===== src/rtl/uart_pkg.sv =====
// Shared types and helpers for the parametrised UART core.
// Latency: n/a (types and pure functions only).
// Backpressure: n/a.
package uart_pkg;

    localparam int MAX_DATA_BITS = 9;

    typedef enum logic [1:0] {
        PAR_NONE = 2'd0,
        PAR_ODD  = 2'd1,
        PAR_EVEN = 2'd2
    } parity_e;

    typedef enum logic [2:0] {
        TX_IDLE,
        TX_START,
        TX_DATA,
        TX_PARITY,
        TX_STOP
    } tx_state_e;

    typedef enum logic [2:0] {
        RX_IDLE,
        RX_START,
        RX_DATA,
        RX_PARITY,
        RX_STOP,
        RX_BREAK
    } rx_state_e;

    // Payload is zero-extended to MAX_DATA_BITS, which leaves the XOR unchanged.
    function automatic logic calc_parity(input logic [MAX_DATA_BITS-1:0] data, input parity_e mode);
        logic p;
        p = ^data;
        if (mode == PAR_ODD) begin
            p = ~p;
        end else if (mode != PAR_EVEN) begin
            p = 1'b0;
        end
        return p;
    endfunction

endpackage


===== src/rtl/uart_rx_engine.sv =====
// Receive path: 2-flop synchroniser, bit-centre sampling FSM, parity/framing checks.
// Latency: frame_vld pulses in the cycle the first stop bit is sampled (2 cycles sync delay).
// Backpressure: none; frames are offered for one cycle and the consumer must take or drop them.
module uart_rx_engine
    import uart_pkg::*;
#(
    parameter int      CLKS_PER_BIT = 16,
    parameter int      DATA_BITS    = 8,
    parameter parity_e PMODE        = PAR_NONE
) (
    input  logic                 clk,
    input  logic                 rst,
    input  logic                 rx_t,
    output logic                 frame_vld,
    output logic [DATA_BITS-1:0] frame_dat,
    output logic                 frame_par_err,
    output logic                 frame_frm_err
);

    localparam int             CW        = $clog2(CLKS_PER_BIT);
    localparam logic [CW-1:0]  BIT_LAST  = CW'(CLKS_PER_BIT - 1);
    localparam logic [CW-1:0]  HALF_LAST = CW'(CLKS_PER_BIT / 2 - 1);
    localparam logic [3:0]     DATA_LAST = 4'(DATA_BITS - 1);

    logic [1:0]           sync;
    logic                 rx_s;
    logic                 rx_prev;
    rx_state_e            state, state_d;
    logic [CW-1:0]        cnt, cnt_d;
    logic [3:0]           bidx, bidx_d;
    logic [DATA_BITS-1:0] shreg, shreg_d;
    logic                 par_bit, par_bit_d;

    assign rx_s = sync[1];

    always_ff @(posedge clk or negedge rst) begin
        if (!rst) begin
            sync    <= 2'b11;
            rx_prev <= 1'b1;
            state   <= RX_IDLE;
            cnt     <= '0;
            bidx    <= '0;
            shreg   <= '0;
            par_bit <= 1'b0;
        end else begin
            sync    <= {sync[0], rx_t};
            rx_prev <= rx_s;
            state   <= state_d;
            cnt     <= cnt_d;
            bidx    <= bidx_d;
            shreg   <= shreg_d;
            par_bit <= par_bit_d;
        end
    end

    always_comb begin
        state_d   = state;
        cnt_d     = cnt + 1'b1;
        bidx_d    = bidx;
        shreg_d   = shreg;
        par_bit_d = par_bit;
        frame_vld = 1'b0;
        case (state)
            RX_IDLE: begin
                cnt_d = '0;
                if (rx_prev && !rx_s) begin
                    state_d = RX_START;
                end
            end
            RX_START: begin
                // A start bit that is high again at its centre was only a glitch.
                if (cnt == HALF_LAST) begin
                    cnt_d   = '0;
                    bidx_d  = '0;
                    state_d = rx_s ? RX_IDLE : RX_DATA;
                end
            end
            RX_DATA: begin
                if (cnt == BIT_LAST) begin
                    cnt_d   = '0;
                    shreg_d = {rx_s, shreg[DATA_BITS-1:1]};
                    if (bidx == DATA_LAST) begin
                        state_d = (PMODE == PAR_NONE) ? RX_STOP : RX_PARITY;
                    end else begin
                        bidx_d = bidx + 4'd1;
                    end
                end
            end
            RX_PARITY: begin
                if (cnt == BIT_LAST) begin
                    cnt_d     = '0;
                    par_bit_d = rx_s;
                    state_d   = RX_STOP;
                end
            end
            RX_STOP: begin
                if (cnt == BIT_LAST) begin
                    cnt_d     = '0;
                    frame_vld = 1'b1;
                    state_d   = rx_s ? RX_IDLE : RX_BREAK;
                end
            end
            RX_BREAK: begin
                cnt_d = '0;
                if (rx_s) begin
                    state_d = RX_IDLE;
                end
            end
            default: begin
                cnt_d   = '0;
                state_d = RX_IDLE;
            end
        endcase
    end

    assign frame_dat     = shreg;
    assign frame_par_err = (PMODE != PAR_NONE) && (par_bit != calc_parity(9'(shreg), PMODE));
    assign frame_frm_err = ~rx_s;

endmodule


===== src/rtl/uart_param_core.sv =====
// Full-duplex UART with configurable frame format; TX FSM plus RX output holding register.
// Latency: tx_t starts 1 cycle after handshake; rx_valid 1 cycle after the stop-bit sample.
// Backpressure: tx_ready only in TX idle; an unaccepted RX frame drops newer ones (rx_overrun).
module uart_param_core
    import uart_pkg::*;
#(
    parameter int CLKS_PER_BIT = 16,
    parameter int DATA_BITS    = 8,
    parameter int PARITY       = 0,
    parameter int STOP_BITS    = 1
) (
    input  logic                 clk,
    input  logic                 rst,
    input  logic [DATA_BITS-1:0] tx_data,
    input  logic                 tx_valid,
    output logic                 tx_ready,
    output logic                 tx_t,
    input  logic                 rx_t,
    output logic [DATA_BITS-1:0] rx_data,
    output logic                 rx_valid,
    input  logic                 rx_ready,
    output logic                 rx_parity_err,
    output logic                 rx_frame_err,
    output logic                 rx_overrun
);

    if (CLKS_PER_BIT < 4) begin : g_err_cpb
        $error("CLKS_PER_BIT must be >= 4");
    end
    if (DATA_BITS < 5 || DATA_BITS > MAX_DATA_BITS) begin : g_err_db
        $error("DATA_BITS must be in 5..9");
    end
    if (PARITY < 0 || PARITY > 2) begin : g_err_par
        $error("PARITY must be 0, 1 or 2");
    end
    if (STOP_BITS < 1 || STOP_BITS > 2) begin : g_err_stop
        $error("STOP_BITS must be 1 or 2");
    end

    localparam parity_e        PMODE     = (PARITY == 1) ? PAR_ODD :
                                           (PARITY == 2) ? PAR_EVEN : PAR_NONE;
    localparam int             CW        = $clog2(CLKS_PER_BIT);
    localparam logic [CW-1:0]  BIT_LAST  = CW'(CLKS_PER_BIT - 1);
    localparam logic [3:0]     DATA_LAST = 4'(DATA_BITS - 1);
    localparam logic [3:0]     STOP_LAST = 4'(STOP_BITS - 1);

    tx_state_e            tx_state, tx_state_d;
    logic [CW-1:0]        tx_cnt, tx_cnt_d;
    logic [3:0]           tx_idx, tx_idx_d;
    logic [DATA_BITS-1:0] tx_shreg, tx_shreg_d;
    logic                 tx_par, tx_par_d;
    logic                 tx_bit_d;

    assign tx_ready = (tx_state == TX_IDLE);

    always_ff @(posedge clk or negedge rst) begin
        if (!rst) begin
            tx_state <= TX_IDLE;
            tx_cnt   <= '0;
            tx_idx   <= '0;
            tx_shreg <= '0;
            tx_par   <= 1'b0;
            tx_t     <= 1'b1;
        end else begin
            tx_state <= tx_state_d;
            tx_cnt   <= tx_cnt_d;
            tx_idx   <= tx_idx_d;
            tx_shreg <= tx_shreg_d;
            tx_par   <= tx_par_d;
            tx_t     <= tx_bit_d;
        end
    end

    // tx_t is registered from the next-state view so the line follows the state with no skew.
    always_comb begin
        tx_state_d = tx_state;
        tx_cnt_d   = tx_cnt + 1'b1;
        tx_idx_d   = tx_idx;
        tx_shreg_d = tx_shreg;
        tx_par_d   = tx_par;
        case (tx_state)
            TX_IDLE: begin
                tx_cnt_d = '0;
                if (tx_valid) begin
                    tx_shreg_d = tx_data;
                    tx_par_d   = calc_parity(9'(tx_data), PMODE);
                    tx_idx_d   = '0;
                    tx_state_d = TX_START;
                end
            end
            TX_START: begin
                if (tx_cnt == BIT_LAST) begin
                    tx_cnt_d   = '0;
                    tx_idx_d   = '0;
                    tx_state_d = TX_DATA;
                end
            end
            TX_DATA: begin
                if (tx_cnt == BIT_LAST) begin
                    tx_cnt_d   = '0;
                    tx_shreg_d = tx_shreg >> 1;
                    if (tx_idx == DATA_LAST) begin
                        tx_idx_d   = '0;
                        tx_state_d = (PMODE == PAR_NONE) ? TX_STOP : TX_PARITY;
                    end else begin
                        tx_idx_d = tx_idx + 4'd1;
                    end
                end
            end
            TX_PARITY: begin
                if (tx_cnt == BIT_LAST) begin
                    tx_cnt_d   = '0;
                    tx_idx_d   = '0;
                    tx_state_d = TX_STOP;
                end
            end
            TX_STOP: begin
                if (tx_cnt == BIT_LAST) begin
                    tx_cnt_d = '0;
                    if (tx_idx == STOP_LAST) begin
                        tx_state_d = TX_IDLE;
                    end else begin
                        tx_idx_d = tx_idx + 4'd1;
                    end
                end
            end
            default: begin
                tx_cnt_d   = '0;
                tx_state_d = TX_IDLE;
            end
        endcase

        case (tx_state_d)
            TX_START:  tx_bit_d = 1'b0;
            TX_DATA:   tx_bit_d = tx_shreg_d[0];
            TX_PARITY: tx_bit_d = tx_par_d;
            default:   tx_bit_d = 1'b1;
        endcase
    end

    logic                 frame_vld;
    logic [DATA_BITS-1:0] frame_dat;
    logic                 frame_par_err;
    logic                 frame_frm_err;
    logic                 rx_load;

    uart_rx_engine #(
        .CLKS_PER_BIT (CLKS_PER_BIT),
        .DATA_BITS    (DATA_BITS),
        .PMODE        (PMODE)
    ) u_rx (
        .clk           (clk),
        .rst           (rst),
        .rx_t          (rx_t),
        .frame_vld     (frame_vld),
        .frame_dat     (frame_dat),
        .frame_par_err (frame_par_err),
        .frame_frm_err (frame_frm_err)
    );

    // A frame arriving on the accepting cycle replaces the held one without loss.
    assign rx_load = frame_vld && (!rx_valid || rx_ready);

    always_ff @(posedge clk or negedge rst) begin
        if (!rst) begin
            rx_valid      <= 1'b0;
            rx_data       <= '0;
            rx_parity_err <= 1'b0;
            rx_frame_err  <= 1'b0;
            rx_overrun    <= 1'b0;
        end else begin
            rx_overrun <= frame_vld && rx_valid && !rx_ready;
            if (rx_load) begin
                rx_valid      <= 1'b1;
                rx_data       <= frame_dat;
                rx_parity_err <= frame_par_err;
                rx_frame_err  <= frame_frm_err;
            end else if (rx_ready) begin
                rx_valid <= 1'b0;
            end
        end
    end

endmodule


===== config.mk =====
export PLATFORM = sky130hd
export DESIGN_NAME = uart_param_core
export DESIGN_NICKNAME = d
export VERILOG_FILES = /design/src/rtl/uart_pkg.sv /design/src/rtl/uart_rx_engine.sv /design/src/rtl/uart_param_core.sv
export SDC_FILE = /design/constraint.sdc
export NUM_CORES = 1
export LEC_CHECK = 0
export ABC_AREA = 1
export CAP_MARGIN = 20
export CORE_ASPECT_RATIO = 1.75
export CORE_MARGIN = 4
export CORE_UTILIZATION = 40
export CTS_CLUSTER_SIZE = 14
export DETAILED_ROUTE_END_ITERATION = 10
export HOLD_SLACK_MARGIN = 0.03
export PLACE_DENSITY = 0.7
export RECOVER_POWER = 50
export SLEW_MARGIN = 40
export SYNTH_ARGS = -nofsm -noshare
export SYNTH_HDL_FRONTEND = slang
export SYNTH_SLANG_ARGS = --single-unit

===== constraint.sdc =====
create_clock -name clk -period 2 [get_ports clk]
set_input_delay 0.2 -clock clk [delete_from_list [all_inputs] [get_ports clk]]
set_output_delay 0.2 -clock clk [all_outputs]
set_load 0.03 [all_outputs]

* Yosys cells after proc, flatten, opt, wreduce, memory -nomap -nowiden
Cells that the tools add are included.
Storage, ports and cells: register bits after elaboration 54, output and inout port bits 14, word-level logic and storage cells 119
Cells by class: reduce and logical (&&, ||, !) cells 23, eq/ne operators 30, $add $sub $neg 4, bitwise gates (word level) 1, multiplexer cells 44
Operators with widths (number):
- $mux 4 | 13
- $mux 3 | 15
- $eq 3x2->1 const B | 6
- $pmux 3 s6 | 1
- $add 4x1->4 const B | 4
- $mux 8 | 2
- $ne 2x1->1 const B | 8
- $pmux 4 s2 | 2
- $pmux 4 s4 | 1
- $pmux 8 s2 | 1
- $pmux 3 s5 | 1
- $eq 4x3->1 const B | 3
- $ne 2x2->1 const B | 5
- $eq 3x1->1 const B | 3
- $eq 3x3->1 const B | 3
- $eq 4x4->1 const B | 2
- $reduce_and 7->1 | 1
- $logic_not 3->1 | 2
- $mux 1 | 6
- $reduce_and 6->1 | 1
- $reduce_bool 2->1 | 3
- $logic_and 1x1->1 | 4
- $logic_not 4->1 | 1
- $reduce_and 4->1 | 1
- 11 further kinds | 13

* Depth between registers and ports, before layout
Gate-level depths: netlist of run 1.
depth in word-level cells 6, mapped depth 10, mapped depth without buffers 10

* By module
A second synthesis of run 1 with hierarchy kept.
Unflattened totals: cell total of the unflattened synthesis 309, area, all modules 2711.4 µm²
Modules (own cells, without submodules):
- uart_param_core | sequential area each 827.0 µm², area each 1636.6 µm², cells each 184, instances 1
- uart_rx_engine | sequential area each 554.3 µm², area each 1074.8 µm², cells each 125, instances 1

* Least setup slack after synthesis of run 1
No wires, ideal clock.
path type register -> register, start point reg u_rx.cnt[0], end point reg u_rx.bidx[2], library setup time 0.123 ns, arrival time 1.226 ns, stages on the path, launching flop included 10, slack 0.650 ns, buffers on the path 0, cell sequence dfrtp_1 > ha_1 > nand2_1 > inv_1 > nand2_2 > inv_1 > nand2_1 > nand2_1 > nand2_1 > a21oi_1
On the way: word-level cells in the longest chain between the ends 3
Ends and longest elaborated chain:
- start: declaration | RTL line uart_rx_engine.sv:29 | logic [CW-1:0] cnt, cnt_d;
- start signal: assignment | RTL line uart_rx_engine.sv:49 | cnt <= cnt_d;
- $eq 4x4->1 / $eq 4x3->1 (equally long branches) | RTL line uart_rx_engine.sv:79, uart_rx_engine.sv:72
- $ne 2x1->1 (no source line)
- $reduce_and 4->1 (no source line) (*)
- end signal: assignment | RTL line uart_rx_engine.sv:50 | bidx <= bidx_d;
- end: declaration | RTL line uart_rx_engine.sv:30 | logic [3:0] bidx, bidx_d;
Mark *: on every way between the ends. The rest lies on a longest branch, timed or not. A chain may end at the register's enable or synchronous reset.

* Worst setup path after layout of run 1
start point reg tx_state[2], end point out tx_ready
On the way: word-level cells in the longest chain between the ends 1
Ends and longest elaborated chain:
- start: declaration | RTL line uart_param_core.sv:47 | tx_state_e tx_state, tx_state_d;
- start signal: assignment | RTL line uart_param_core.sv:65 | tx_state <= tx_state_d;
- $logic_not 3->1 | RTL line uart_param_core.sv:54 | assign tx_ready = (tx_state == TX_IDLE);
- end: declaration | RTL line uart_param_core.sv:16 | output logic tx_ready,
No other way between the ends.

==> results of run 1 <==
area by class of cell:
type | instances | area (um^2)
clock buffer | 6 | 129
clock inverter | 2 | 37.5
fill | 635 | 3390
inverter | 41 | 156
multi-input combinational | 215 | 1170
sequential | 54 | 1360
tap | 82 | 103
timing repair buffer | 26 | 249
registers in the layout, summed over array words and instances, names as in the netlist:
name,cells
rx_data,8
tx_par,1
u_rx.bidx,4
tx_idx,4
tx_state,3
tx_shreg,8
rx_frame_err,1
u_rx.sync,2
rx_overrun,1
u_rx.cnt,4
u_rx.rx_prev,1
tx_t,1
rx_valid,1
u_rx.frame_dat,8
tx_cnt,4
u_rx.state,3
what timing repair did:
| item | in CTS | in global routing |
|---|---|---|
| buffers inserted | 0 | 0 |
| setup endpoints to repair | 1 | 0 |
| hold buffers | 0 | 0 |
| gates resized for setup | 1 | 0 |
per-layer routing:
layer	vias up	part of all wire [%]
met5	-	0
met4	0	1.7
met3	7	2.9
met2	33	58
met1	997	38
li1	1059	-
stage by stage:
step	utilization, %	hold slack (ns)	worst slack (ns)	total power, W
2_1_floorplan	-	-0.0956	0.650	0.00145
3_3_place_gp	46.2	0.348	0.338	0.00154
3_5_place_dp	46.2	0.352	0.307	0.00156
4_1_cts	48.7	0.0539	0.265	0.00252
5_1_grt	48.6	0.373	0.140	0.00261
6_report	48.6	0.256	0.272	0.00248
placed cells by master (no fill, tap or decap), types with 2 or more instances in the layout:
cell and instances:
nand2_1 92, dfrtp_1 50, inv_1 32, nand3_1 25
nor2_1 23, clkdlybuf4s50_1 22, o21ai_0 16, o21ai_2 9
inv_2 8, nor2_4 7, nand4_1 5, a22oi_1 5
ha_1 5, clkbuf_16 5, a21oi_1 3, dfstp_2 3
xor2_1 2, nand3_4 2, nand2_4 2, o21ai_1 2
o211ai_1 2, nand3b_1 2, nand3_2 2, nor3_1 2
path summary, 6_finish.rpt:
kind	startpoint	end	slack (ns)	cells after the start
setup reg to reg	u_rx.cnt[0]$_DFF_PN0_	u_rx.bidx[2]$_DFFE_PN0P_	0.35	9
hold / removal	rst	tx_shreg[4]$_DFFE_PN0P_	0.26	2
setup / recovery	tx_state[2]$_DFF_PN0_	tx_ready	0.27	4
min in group clk	u_rx.sync[0]$_DFF_PN1_	u_rx.sync[1]$_DFF_PN1_	0.37	0
max in group asynchronous	rst	u_rx.cnt[2]$_DFF_PN0_	0.95	2
hold reg to reg	u_rx.sync[0]$_DFF_PN1_	u_rx.sync[1]$_DFF_PN1_	0.37	0
cells by family after synthesis:
group	Yosys count	synth area share, %
buf+inv	45	6.90
xor+xnor	3	0.966
other cells	1	0.138
mux	1	0.368
compound gates	40	9.84
fa+ha+maj	5	2.30
simple gates	165	29.6
flops	54	49.9
report_power, final:
| part | internal (W) | switching, W |
|---|---|---|
| Sequential | 0.00114 | 0.0000463 |
| Combinational | 0.000121 | 0.000222 |
| Clock | 0.000591 | 0.000362 |
| Total | 0.00185 | 0.000630 |
==> results.json, run 1 <==
{
  "use_met1_pct": 13.4,
  "cap_violations": 0,
  "max_stage_delay_ns": 0.49,
  "diodes": 0,
  "ys_types": 35,
  "cp-end-kind": "output port",
  "synth_nets": 332,
  "worstPathMaxFanout": 7,
  "synth_area_leader_cell": "dfrtp_1",
  "core_area_um2": 6590,
  "cts_tree": "yes",
  "cp-start-kind": "flip-flop",
  "worstSetupPathType": "reg -> out",
  "drc": 0,
  "synth.cell_area_um2": 2720,
  "finClkSkew_ns": 0.00606,
  "crit_family": "flip-flops",
  "setup_viol": 0,
  "slew_viol_final": 0,
  "antenna_left": 0,
  "synth_seq_cells": 54,
  "grt_pass1_wl_um": 8830,
  "grt_most_used_layer": "met2",
  "grt_util_all_layers_pct": 13.4,
  "clk_latency_ns": 0.29,
  "portBuffers": 25,
  "final-hold-violation-count": 0,
  "fin_cells": 426,
  "worst_pin_slew_ns": 1.28,
  "pin_count": 27,
  "cp_slowest_cell": "dfrtp_1",
  "htree_levels": 2,
  "grt_antenna_before_repair": 0,
  "grt-ovfl-total": 0,
  "synth-async-reset-ratio_pct": 100,
  "path_cells": "nor2_4 -> nand2_1 -> inv_1 -> dlygate4sd2_1",
  "grt_start_max_net_pins": 55,
  "ys.warnings.count": 0,
  "netlist.area_leader.share_pct": 46.0,
  "synth_area_per_cell_um2": 8.66,
  "worst_ep_arrival_time_ns": 1.53,
  "finalSetupTns_ns": 0,
  "synth.top_cells.by_area": "dfrtp_1, nand2_1, nand3_1",
  "grt_use_met3_pct": 2.48,
  "syn_inst": 314,
  "drt_iter0_drc": 89,
  "leakage_nw": 1.54,
  "ys_seq_area_share_pct": 49.9,
  "placed_area_um2": 3040,
  "via_per_inst": 4.92,
  "synth_common_cells": "nand2_1, dfrtp_1, inv_1",
  "gp_congestion": 0.924,
  "numCtsBuffers": 5,
  "ir_drop_v": 0.000672,
  "status": "finished, final reports clean",
  "grt_pass1_vias": 2064,
  "wire_per_inst_um": 11.9,
  "p_per_area_nw_per_um2": 775,
  "clock_path_buffers": 2,
  "cts-root-buf": "clkbuf_16",
  "grt_use_met2_pct": 26.4,
  "yosysMostFrequentCell": "nand2_1",
  "hold_path_class": "in -> async",
  "dieArea_um2": 8240,
  "rsz0062_at_grt": "no",
  "final_area_um2": 3200,
  "fin_nets": 361,
  "slew_headroom_pct": 14.5,
  "synth-edff-count": 0,
  "fmax_ghz": 0.579,
  "cp.required_ns": 1.80,
  "period_needed_ns": 1.73,
  "initial_core_util_pct": 41.3,
  "drive_gt1_share_pct": 13.7,
  "path_buf_inv": 2,
  "dp_cells": 418,
  "synthFlopType": "dfrtp_1",
  "first_pass_iters": 5,
  "area_growth_pct": 17.6,
  "cts.sinks": 54,
  "dp.final_hpwl_um": 3900,
  "min_period_over_period_pct": 86.4,
  "drt-total-wl_um": 5060,
  "clk_pin_slew_ns": 0.07,
  "die_h_um": 117,
  "die_w_um": 70.3,
  "vias": 2096,
  "rows": 39
}
No activity file was read; power rests on OpenSTA's default activity.
==> run 2: changes to the inputs <==
Settings changed: CORE_ASPECT_RATIO 1.75 to 1.5.
==> results.json, run 2 (synthesis gave the netlist of run 1 again) <==
{
  "status": "finished, final reports clean",
  "wire_per_inst_um": 11.9,
  "fin_nets": 362,
  "vias": 2093,
  "cp.required_ns": 1.80,
  "worstPathMaxFanout": 7,
  "hold_path_class": "reg -> reg",
  "grt_start_max_net_pins": 36,
  "period_needed_ns": 1.75,
  "fmax_ghz": 0.571,
  "numCtsBuffers": 5,
  "drt-total-wl_um": 5010,
  "rsz0062_at_grt": "no",
  "drt_iter0_drc": 100,
  "power_w": 0.00226,
  "final_common_cell": "nand2_1",
  "cts-root-buf": "clkbuf_8",
  "diodes": 0,
  "cp-end-kind": "output port",
  "cts_tree": "yes",
  "rows": 36,
  "drive_gt1_share_pct": 13.9,
  "place_ws_ns": 0.314,
  "portBuffers": 25,
  "worst_ep_arrival_time_ns": 1.55,
  "via_per_inst": 4.97,
  "cts.sinks": 54,
  "gp_congestion": 0.906,
  "final_cell_mix": "nand2_1, dfrtp_1, inv_1",
  "slew_headroom_pct": 20.6,
  "clk_pin_slew_ns": 0.09,
  "grt-ovfl-total": 0,
  "cap_violations": 0,
  "first_pass_iters": 4,
  "grt_antenna_before_repair": 0,
  "leakage_nw": 1.52,
  "htree_levels": 2,
  "finalSetupTns_ns": 0,
  "area_growth_pct": 16.5,
  "cp_slowest_cell": "dfrtp_1",
  "pin_count": 27,
  "fin_cells": 421,
  "worstSetupPathType": "reg -> out",
  "whs_ns": 0.375,
  "clock_path_buffers": 2,
  "dp.final_hpwl_um": 3830,
  "worst_pin_slew_ns": 1.19,
  "drc": 0,
  "finClkSkew_ns": 0.00693,
  "layout_setup_ws_ns": 0.247,
  "min_period_over_period_pct": 87.6,
  "final-hold-violation-count": 0,
  "dp_cells": 412,
  "grt_util_all_layers_pct": 13.6,
  "max_stage_delay_ns": 0.50,
  "die_h_um": 109,
  "core_area_um2": 6580,
  "dieArea_um2": 8210,
  "setup_viol": 0,
  "antenna_left": 0,
  "p_per_area_nw_per_um2": 713,
  "ir_drop_v": 0.000390,
  "slew_viol_final": 0,
  "grt_pass1_wl_um": 8870,
  "cp-start-kind": "flip-flop",
  "grt_pass1_vias": 2090,
  "die_w_um": 75.3,
  "path_cells": "nor2_4 -> nand2_1 -> inv_1 -> dlygate4sd2_1",
  "clk_latency_ns": 0.30,
  "initial_core_util_pct": 41.4
}
-- run 2: cell types whose count changed in the layout (fill, tap and decap cells not counted), sizes merged --
cell         delta
clkbuf          -1
clkinvlp        +1
dlygate4sd3     +1
-- run 2: what timing repair did --
item | CTS | global route
endpoints found under the hold margin | 19 | 0
buffers inserted | 0 | 0
gates resized for setup | 1 | 0
endpoints found under the setup margin | 1 | 0
hold buffers | 1 | 0
-- run 2: stage by stage --
step           instance area [um^2]  utilization [%]
2_1_floorplan                  2720                -
3_3_place_gp                   3050             46.4
3_5_place_dp                   3050             46.4
4_1_cts                        3170             48.2
5_1_grt                        3170             48.2
6_report                       3170             48.2
-- run 2: power breakdown --
part / internal [W] / total (W) / switching [W]
logic: 0.000126 / 0.000343 / 0.000216
clock network: 0.000373 / 0.000733 / 0.000360
registers: 0.00114 / 0.00118 / 0.0000471
-- run 2: worst paths after layout --
path	startpoint	to	slack, ns	depth (start not counted)
worst max-delay path	tx_state[2]$_DFF_PN0_	tx_ready	0.25	4
worst max register to register	u_rx.cnt[0]$_DFF_PN0_	u_rx.bidx[3]$_DFFE_PN0P_	0.33	10
worst min register to register	u_rx.sync[0]$_DFF_PN1_	u_rx.sync[1]$_DFF_PN1_	0.37	0
worst min-delay path	u_rx.sync[0]$_DFF_PN1_	u_rx.sync[1]$_DFF_PN1_	0.37	0
max in group asynchronous	rst	tx_t$_DFF_PN1_	0.52	3
min in group asynchronous	rst	rx_data[4]$_DFFE_PN0P_	0.64	2
-- run 2: routing by layer --
| metal | routed length, um | vias to the layer above | global-route usage [%] |
|---|---|---|---|
| li1 | - | 1062 | - |
| met2 | 2690 | 31 | 24.5 |
| met1 | 2060 | 992 | 15.6 |
| met5 | 0 | - | 0 |
| met3 | 165 | 8 | 2.49 |
| met4 | 83 | 0 | 4.88 |
-- run 2: worst max-delay path, delay by kind of cell, from the launching register on --
family	cells	cell delay [ns]
buffers and inverters	2	0.46
AND/OR/NAND/NOR	2	0.30
flip-flops	1	0.50
-- run 2: final cells by class --
cell class,count,area [um^2]
repair buffers,27,273
inverters,41,156
well taps,76,95.1
clock inverters,3,45.0
flip-flops and latches,54,1360
clock buffers,5,68.8
multi-input cells,215,1170
fillers,633,3410
